[config.mk]
export PLATFORM = sky130hd
export DESIGN_NAME = uart_tx_fifo
export DESIGN_NICKNAME = d
export VERILOG_FILES = /design/src/rtl/uart_tx_fifo.sv
export SDC_FILE = /design/constraint.sdc
export NUM_CORES = 1
export LEC_CHECK = 0
export CAP_MARGIN = 20
export CORE_MARGIN = 4
export CORE_UTILIZATION = 45
export CTS_BUF_LIST = sky130_fd_sc_hd__clkbuf_8
export DETAILED_ROUTE_END_ITERATION = 8
export PLACE_DENSITY = 0.69
export SLEW_MARGIN = 10
export SYNTH_ARGS = -nofsm -noshare
export SYNTH_HDL_FRONTEND = slang
export SYNTH_SLANG_ARGS = --single-unit
[constraint.sdc]
create_clock -name clk -period 3.5 [get_ports clk]
set_clock_uncertainty 0.15 [all_clocks]
set_input_delay 0.7 -clock clk [delete_from_list [all_inputs] [get_ports clk]]
set_output_delay 0.7 -clock clk [all_outputs]
set_load 0.05 [all_outputs]
[src/rtl/uart_tx_fifo.sv]
// Byte FIFO feeding a UART transmitter (start, 8 data LSB first, stop).
// Define UART_TX_PARITY_EN to add an even-parity bit after the data bits.
module uart_tx_fifo #(
    parameter int CLK_FREQ   = 100_000_000,
    parameter int BAUD       = 115_200,
    parameter int FIFO_DEPTH = 16
) (
    input  logic                        clk,
    input  logic                        rst,
    input  logic                        in_valid,
    input  logic [7:0]                  in_data,
    output logic                        in_ready,
    output logic                        tx_line,
    output logic                        busy,
    output logic [$clog2(FIFO_DEPTH):0] fifo_count
);

    localparam int CLKS_PER_BIT = CLK_FREQ / BAUD;
    localparam int AW = $clog2(FIFO_DEPTH);
    localparam int CW = (CLKS_PER_BIT > 1) ? $clog2(CLKS_PER_BIT) : 1;
    localparam logic [CW-1:0] RELOAD = CW'(CLKS_PER_BIT - 1);
    localparam logic [AW:0] FULL = (AW + 1)'(FIFO_DEPTH);

`ifdef UART_TX_PARITY_EN
    typedef enum logic [2:0] {IDLE, START, DATA, PARITY, STOP} state_t;
`else
    typedef enum logic [2:0] {IDLE, START, DATA, STOP} state_t;
`endif

    logic [7:0]    mem [FIFO_DEPTH];
    logic [AW-1:0] wr_ptr;
    logic [AW-1:0] rd_ptr;
    logic          push;
    logic          pop;
    logic [7:0]    head;

    state_t        state, state_n;
    logic [CW-1:0] baud_cnt, baud_cnt_n;
    logic [2:0]    bit_idx, bit_idx_n;
    logic [7:0]    shift, shift_n;
    logic          tx_n;
    logic          load;
`ifdef UART_TX_PARITY_EN
    logic          parity, parity_n;
`endif

    assign in_ready = (fifo_count != FULL);
    assign push     = in_valid & in_ready;
    assign head     = mem[rd_ptr];
    assign busy     = (state != IDLE) || (fifo_count != '0);

    // Storage has no reset: pop is gated by fifo_count, so stale entries are never read.
    always_ff @(posedge clk) begin
        if (push) begin
            mem[wr_ptr] <= in_data;
        end
    end

    always_ff @(posedge clk or posedge rst) begin
        if (rst) begin
            wr_ptr     <= '0;
            rd_ptr     <= '0;
            fifo_count <= '0;
        end else begin
            if (push) wr_ptr <= wr_ptr + 1'b1;
            if (pop)  rd_ptr <= rd_ptr + 1'b1;
            case ({push, pop})
                2'b10:   fifo_count <= fifo_count + 1'b1;
                2'b01:   fifo_count <= fifo_count - 1'b1;
                default: fifo_count <= fifo_count;
            endcase
        end
    end

    always_ff @(posedge clk or posedge rst) begin
        if (rst) begin
            state    <= IDLE;
            baud_cnt <= '0;
            bit_idx  <= '0;
            shift    <= '0;
            tx_line  <= 1'b1;
`ifdef UART_TX_PARITY_EN
            parity   <= 1'b0;
`endif
        end else begin
            state    <= state_n;
            baud_cnt <= baud_cnt_n;
            bit_idx  <= bit_idx_n;
            shift    <= shift_n;
            tx_line  <= tx_n;
`ifdef UART_TX_PARITY_EN
            parity   <= parity_n;
`endif
        end
    end

    // tx_line is registered from the next-state value so the line changes on the transition edge.
    always_comb begin
        state_n    = state;
        baud_cnt_n = baud_cnt;
        bit_idx_n  = bit_idx;
        shift_n    = shift;
        tx_n       = tx_line;
        load       = 1'b0;
        pop        = 1'b0;
`ifdef UART_TX_PARITY_EN
        parity_n   = parity;
`endif
        case (state)
            IDLE: begin
                tx_n = 1'b1;
                if (fifo_count != '0) load = 1'b1;
            end
            START: begin
                if (baud_cnt == '0) begin
                    state_n    = DATA;
                    baud_cnt_n = RELOAD;
                    bit_idx_n  = '0;
                    tx_n       = shift[0];
                end else begin
                    baud_cnt_n = baud_cnt - 1'b1;
                end
            end
            DATA: begin
                if (baud_cnt == '0) begin
                    baud_cnt_n = RELOAD;
                    if (bit_idx == 3'd7) begin
`ifdef UART_TX_PARITY_EN
                        state_n = PARITY;
                        tx_n    = parity;
`else
                        state_n = STOP;
                        tx_n    = 1'b1;
`endif
                    end else begin
                        bit_idx_n = bit_idx + 1'b1;
                        shift_n   = {1'b0, shift[7:1]};
                        tx_n      = shift[1];
                    end
                end else begin
                    baud_cnt_n = baud_cnt - 1'b1;
                end
            end
`ifdef UART_TX_PARITY_EN
            PARITY: begin
                if (baud_cnt == '0) begin
                    state_n    = STOP;
                    baud_cnt_n = RELOAD;
                    tx_n       = 1'b1;
                end else begin
                    baud_cnt_n = baud_cnt - 1'b1;
                end
            end
`endif
            STOP: begin
                if (baud_cnt == '0) begin
                    if (fifo_count != '0) begin
                        load = 1'b1;
                    end else begin
                        state_n = IDLE;
                        tx_n    = 1'b1;
                    end
                end else begin
                    baud_cnt_n = baud_cnt - 1'b1;
                end
            end
            default: begin
                state_n = IDLE;
                tx_n    = 1'b1;
            end
        endcase

        if (load) begin
            pop        = 1'b1;
            shift_n    = head;
            state_n    = START;
            baud_cnt_n = RELOAD;
            tx_n       = 1'b0;
`ifdef UART_TX_PARITY_EN
            parity_n   = ^head;
`endif
        end
    end

endmodule

==> implementation parameters, run 1 <==
Parameter                              Value

Run status
  Result of the run    finished, final reports clean

Global routing
  Largest net degree at the start of global routing    36
  Global-route wire length before repair    21250 um
  Number of antenna violations at the first check in global routing    0
  Grt ovf    0
  Overall track demand over capacity in global routing    15.94%
  Vias in the first global route    3831

STA
  RSZ-0062 raised after global routing    no
  Setup Total Neg Slack    0 ns
  Final cycle utilization of the critical path    87.07%
  Worst relative slew slack    45.80%
  Achievable Freq    0.3282 GHz
  Actual transition at the worst max-transition pin    0.8121 ns
  Setup Viol. Count Final    0
  Number of pins exceeding their max-slew limit in the final report    0
  Final number of hold-violating endpoints    0
  Period minus WS final    3.047 ns

Floorplan
  Placeable core region    15260 um2
  Initial cell density of the core    46.13%
  Vert. Die Dim    133.1 um
  Die ar.    17710 um2
  Top-Level Pins    19
  Count of standard-cell rows    45
  Width of the die    133.1 um

Logic synthesis
  Mean area per synthesized cell    16.07 um2
  Top-count cell post-synth    sky130_fd_sc_hd__edfxtp_1
  Share of the synthesized area in the top cell type    54.60%
  Cell type contributing the most total cell area after synthesis    sky130_fd_sc_hd__edfxtp_1
  Portion of the post-synthesis area used by sequential elements    67.77%
  Number of enable-type register cells in the synthesized netlist    128
  Synth cell types    48
  Async set or reset register ratio after synthesis    22.42%
  Number of nets in the synthesized netlist    464
  Top FF cell, synth    sky130_fd_sc_hd__edfxtp_1
  Count of synthesis-stage warnings from yosys    0
  Synthesized instance count    438
  List of most frequent post-synthesis cells    sky130_fd_sc_hd__edfxtp_1 (128), sky130_fd_sc_hd__dfrtp_1 (36), sky130_fd_sc_hd__mux4_2 (32)
  Post-synthesis sequential element count    165
  Area contributors post-synth    sky130_fd_sc_hd__edfxtp_1 (55%), sky130_fd_sc_hd__dfrtp_1 (13%), sky130_fd_sc_hd__mux4_2 (10%)
  Cell area after synthesis    7039 um2

Worst setup path
  Nature of the critical path endpoint    output pin
  Startpoint Class    register
  Flop2flop setup slack    0.64 ns
  Kind of critical path    reg2out
  Largest fanout of any net on the critical path    9
  Required time reported for the critical path endpoint    2.65 ns
  Worst path arrival time    2.20 ns
  Count of cells along the worst register-to-register path    13

Worst hold path
  Type of the worst min-delay path    reg2reg
  Count of cells along the worst hold path    1

Final layout
  Final design utilization    51.90%
  Number of diodes    0
  Count of non-filler cells in the finished layout    701
  Final Net Count    503
  Area growth from synthesis to final layout    12.50%
  Fraction of final layout cells sized beyond drive strength 1    20.00%

Pwr
  P_leak    0.002769 uW
  Peak supply drop    0.2642 mV
  Total power draw    4323 uW
  Power density cells    546.0 nW/um2

Placed design
  Routability-driven placement congestion ratio    0.7988
  Placed insts    669
  Number of port buffers    18
  Total half-perimeter wirelength after legalization and detailed placement    8712 um

Route
  Total via count after detailed routing    3797
  Total routed wirelength    13280 um
  DR WL/cell    18.95 um
  Number of remaining DRC errors    0
  Starting DRC count in detailed routing    305
  Vias per cell    5.417
  Drt pass-1 iters    4
  Number of nets with antenna violations after detailed routing    0

Clock tree
  Number of clock sinks    165
  CTS Root Cell    sky130_fd_sc_hd__clkbuf_8
  CTS clock-pin slew for the worst setup and hold paths    0.08 ns
  CTS Hold Bufs    0
  Count of H-tree levels built during CTS    4
  TritonCTS Buffers    17
  Clock tree from TritonCTS    built
  Buffer depth of the longest clock path    2
  # Post-CTS Setup Buffers    0
  Number of instances resized during post-cts repair    0
  Worst-skew pair later-pin latency    0.45 ns

Job
  Reported max-cap violation count    0
cells by family after synthesis:
kind of cell | count (synthesis) | synth area share [%]
compound gates | 61 | 5.883
flops | 165 | 67.77
mux | 43 | 11.87
fa+ha+maj | 15 | 2.666
xor+xnor | 16 | 1.991
simple gates | 106 | 7.767
buf+inv | 32 | 2.044
cell usage in the layout, fill, tap and decap left out, types with 7 or more instances in the layout:
cell and count:
sky130_fd_sc_hd__edfxtp_1 128, sky130_fd_sc_hd__dfrtp_1 35, sky130_fd_sc_hd__mux4_2 32, sky130_fd_sc_hd__nand2_1 30
sky130_fd_sc_hd__nor2_1 29, sky130_fd_sc_hd__buf_4 23, sky130_fd_sc_hd__a22oi_1 18, sky130_fd_sc_hd__clkdlybuf4s50_1 18
sky130_fd_sc_hd__clkbuf_8 17, sky130_fd_sc_hd__ha_1 15, sky130_fd_sc_hd__inv_1 12, sky130_fd_sc_hd__nor3_1 11
sky130_fd_sc_hd__o21ai_0 9, sky130_fd_sc_hd__xnor2_1 8, sky130_fd_sc_hd__xor2_1 8, sky130_fd_sc_hd__a21oi_1 7
sky130_fd_sc_hd__mux2i_1 7, sky130_fd_sc_hd__o21ai_1 7
power breakdown:
group | leakage, uW | internal, uW | switching, uW | total, uW
Clock | 0.000187 | 510 | 723 | 1230
Sequential | 0.00159 | 2320 | 132 | 2450
Combinational | 0.000992 | 247 | 394 | 641
Total | 0.00277 | 3070 | 1250 | 4320
area by class of cell:
class                           instances  area (um2)
Sequential cell                       165        4772
Inverter                               11       41.29
Fill cell                            1200        7340
Multi-Input combinational cell        241        2130
Clock inverter                         15       125.1
Tap cell                              211       264.0
Timing Repair Buffer                   41       352.8
Clock buffer                           17       234.0
registers in the layout, indices dropped and copies added (netlist names):
| register | flops |
|---|---|
| state | 2 |
| rd_ptr | 4 |
| bit_idx | 3 |
| wr_ptr | 4 |
| fifo_count | 5 |
| tx_line | 1 |
| mem | 128 |
| shift | 8 |
| baud_cnt | 10 |
final timing paths:
| check | from | to |
|---|---|---|
| max in group asynchronous | rst | fifo_count[2]$_DFFE_PP0P_ |
| hold reg to reg | baud_cnt[0]$_DFFE_PP0P_ | baud_cnt[0]$_DFFE_PP0P_ |
| setup reg to reg | baud_cnt[0]$_DFFE_PP0P_ | fifo_count[4]$_DFFE_PP0P_ |
| hold / removal | baud_cnt[0]$_DFFE_PP0P_ | baud_cnt[0]$_DFFE_PP0P_ |
| min in group asynchronous | rst | wr_ptr[3]$_DFFE_PP0P_ |
| setup / recovery | fifo_count[1]$_DFFE_PP0P_ | busy |
per-stage QoR:
step	setup slack (ns)	hold WS, ns	area [um2]
after floorplan	0.1135	0.3188	7042
after global placement	0.7091	0.3308	7560
after detailed placement	0.5985	0.3546	7560
after CTS	0.4037	0.3666	7919
after global routing	0.3178	0.4055	7919
final	0.4526	0.3637	7919
routing by layer:
| metal | track usage [%] | part of all wire, % | routed length [um] |
|---|---|---|---|
| met4 | 6.928 | 1.6 | 216 |
| met3 | 3.574 | 6.6 | 874 |
| met5 | 0 | 0 | 0 |
| met1 | 21.86 | 43 | 5692 |
| met2 | 24.63 | 49 | 6498 |
critical path, stage by stage (launching register included):
cell and delay, ns:
sky130_fd_sc_hd__dfrtp_1 0.48, sky130_fd_sc_hd__nor4_2 0.43, sky130_fd_sc_hd__nand3_1 0.13, sky130_fd_sc_hd__clkdlybuf4s50_1 0.71
Power figures use the tool's default switching activity.
==> inputs of run 2 (changes only) <==
- CORE_MARGIN: 4 -> default
==> run 2 against run 1 <==
Compared with the run above:
- worst hold slack barely moved
- final area fell by 0.25%
- register-to-register slack worse by 0.02 ns
- die area decreased by 8.8%
==> implementation parameters, run 2 (synthesis gave the netlist of run 1 again) <==
Parameter                              Value

Pwr
  Switching pwr    1240 uW
  Sequential power share    56.2%
  Power density cells    552.8 nW/um2
  Switching share of total power    28.41%
  Portion of total power attributed to the clock network    29.5%
  Internal power contribution    3126 uW
  Combinational share of power    14.3%
  Peak supply drop    0.2352 mV
  P_leak    0.002747 uW

Placed design
  Total half-perimeter wirelength after legalization and detailed placement    8495 um
  Routability-driven placement congestion ratio    0.7699
  Placed insts    664
  Number of port buffers    18

Worst setup path
  CP Cell Sequence    nor4_2 > nand3_1 > clkdlybuf4s50_1
  Crit-path max cell delay    0.71 ns
  Nature of the critical path endpoint    output pin
  Startpoint Class    register
  Required time reported for the critical path endpoint    2.65 ns
  Master of the slowest instance on the critical path    sky130_fd_sc_hd__clkdlybuf4s50_1
  Largest fanout of any net on the critical path    7
  Worst path arrival time    2.20 ns
  Kind of critical path    reg2out

Final layout
  Area growth from synthesis to final layout    12.21%
  Most used cells in the layout excluding fill and tap cells    sky130_fd_sc_hd__edfxtp_1 (128), sky130_fd_sc_hd__dfrtp_1 (35), sky130_fd_sc_hd__mux4_2 (32), sky130_fd_sc_hd__nand2_1 (30), sky130_fd_sc_hd__nor2_1 (29)
  Final design utilization    51.77%
  Fraction of final layout cells sized beyond drive strength 1    18.76%
  Biggest register    mem
  Fillcell total    1236
  Max FFs per register    128
  Leading registers by flop count    mem: 128 flops, baud_cnt: 10 flops, shift: 8 flops
  Count of non-filler cells in the finished layout    696
  Number of diodes    0
  Leading cell type in the layout, fill and taps excluded    sky130_fd_sc_hd__edfxtp_1
  Final Net Count    498

Route
  DR WL/cell    18.79 um
  Number of nets with antenna violations after detailed routing    0
  Drt pass-1 iters    5
  Number of remaining DRC errors    0
  Starting DRC count in detailed routing    288
  Amount of wire on met2 after detailed routing    6383 um
  Routed length on met3    648 um
  Length of routed wiring on met1    5930 um
  Total routed wirelength    13080 um
  Vias per cell    5.414
  Uppermost layer routed    met4
  Total via count after detailed routing    3768

Floorplan
  Top-Level Pins    19
  Width of the die    127.1 um
  Die ar.    16150 um2
  Count of standard-cell rows    45
  Vert. Die Dim    127.1 um
  Initial cell density of the core    46.13%
  Placeable core region    15260 um2

Clock tree
  TritonCTS Buffers    17
  Number of instances resized during post-cts repair    0
  # Post-CTS Setup Buffers    0
  CTS Root Cell    sky130_fd_sc_hd__clkbuf_8
  Clock tree from TritonCTS    built
  Number of clock sinks    165
  Worst-skew pair later-pin latency    0.46 ns
  Buffer depth of the longest clock path    2
  CTS Hold Bufs    0
  Count of H-tree levels built during CTS    4
  CTS clock-pin slew for the worst setup and hold paths    0.09 ns

STA
  Final-layout worst hold slack    0.3635 ns
  Worst relative slew slack    43.01%
  Achievable Freq    0.3275 GHz
  Period minus WS final    3.054 ns
  Final cycle utilization of the critical path    87.25%
  Final number of hold-violating endpoints    0
  RSZ-0062 raised after global routing    no
  Actual transition at the worst max-transition pin    0.8540 ns
  Setup Total Neg Slack    0 ns
  Number of pins exceeding their max-slew limit in the final report    0
  Setup Viol. Count Final    0

Job
  Reported max-cap violation count    0

Global routing
  Global-route wire length before repair    21250 um
  Grt ovf    0
  Vias in the first global route    3882
  Number of antenna violations at the first check in global routing    0
  Overall track demand over capacity in global routing    17.94%
  Largest net degree at the start of global routing    36

Worst hold path
  Type of the worst min-delay path    reg2reg

Run status
  Result of the run    finished, final reports clean
==> run 2: cell count changes in the layout (fill, tap and decap cells not counted), sizes merged <==
| cell | delta |
|---|---|
| buf | -5 |
| bufinv | +1 |
| clkinv | -3 |
| clkinvlp | +2 |
==> run 2: critical path, delay by kind of cell, from the launching register on <==
kind / cells / cell delay (ns)
simple gates: 2 / 0.57
flops: 1 / 0.47
buf+inv: 1 / 0.71
==> run 2: worst paths after layout <==
check	start	to	cells past startpoint	slack, ns
min in group asynchronous	rst	state[0]$_DFFE_PP0P_	2	0.56
hold / removal	tx_line$_DFFE_PP1P_	tx_line$_DFFE_PP1P_	2	0.36
setup reg to reg	baud_cnt[0]$_DFFE_PP0P_	fifo_count[4]$_DFFE_PP0P_	13	0.62
setup / recovery	fifo_count[0]$_DFFE_PP0P_	busy	3	0.45
hold reg to reg	tx_line$_DFFE_PP1P_	tx_line$_DFFE_PP1P_	2	0.36
max in group asynchronous	rst	rd_ptr[0]$_DFFE_PP0P_	3	1.97
==> run 2: metrics by stage <==
step / worst slack [ns] / power, uW / cell area, um2
2_1_floorplan: 0.1135 / 2897 / 7042
3_3_place_gp: 0.6950 / 3098 / 7535
3_5_place_dp: 0.6343 / 3131 / 7535
4_1_cts: 0.4029 / 4398 / 7899
5_1_grt: 0.3172 / 4548 / 7899
6_report: 0.4462 / 4366 / 7899
==> run 2: layout make-up <==
type	instances	area, um2	area share (%)
Sequential cell	165	4772	60.42
Clock buffer	17	234.0	2.962
Tap cell	211	264.0	3.342
Timing Repair Buffer	36	327.8	4.150
Inverter	11	41.29	0.5227
Clock inverter	15	130.1	1.647
Multi-Input combinational cell	241	2130	26.96
==> run 2: layer usage <==
layer  track usage (%)  up-vias
met4             6.092        0
met1             25.29     1925
met3             4.146       12
li1                  -     1762
met5                 0        -
met2             27.70       69
==> run 2: power by group through the flow <==
stage | logic [uW] | clock network, uW | registers, uW
floorplan | 369 | 0 | 2530
global placement | 619 | 0 | 2480
detailed placement | 634 | 0 | 2500
CTS | 635 | 1310 | 2450
global route | 684 | 1390 | 2480
finish | 624 | 1290 | 2450
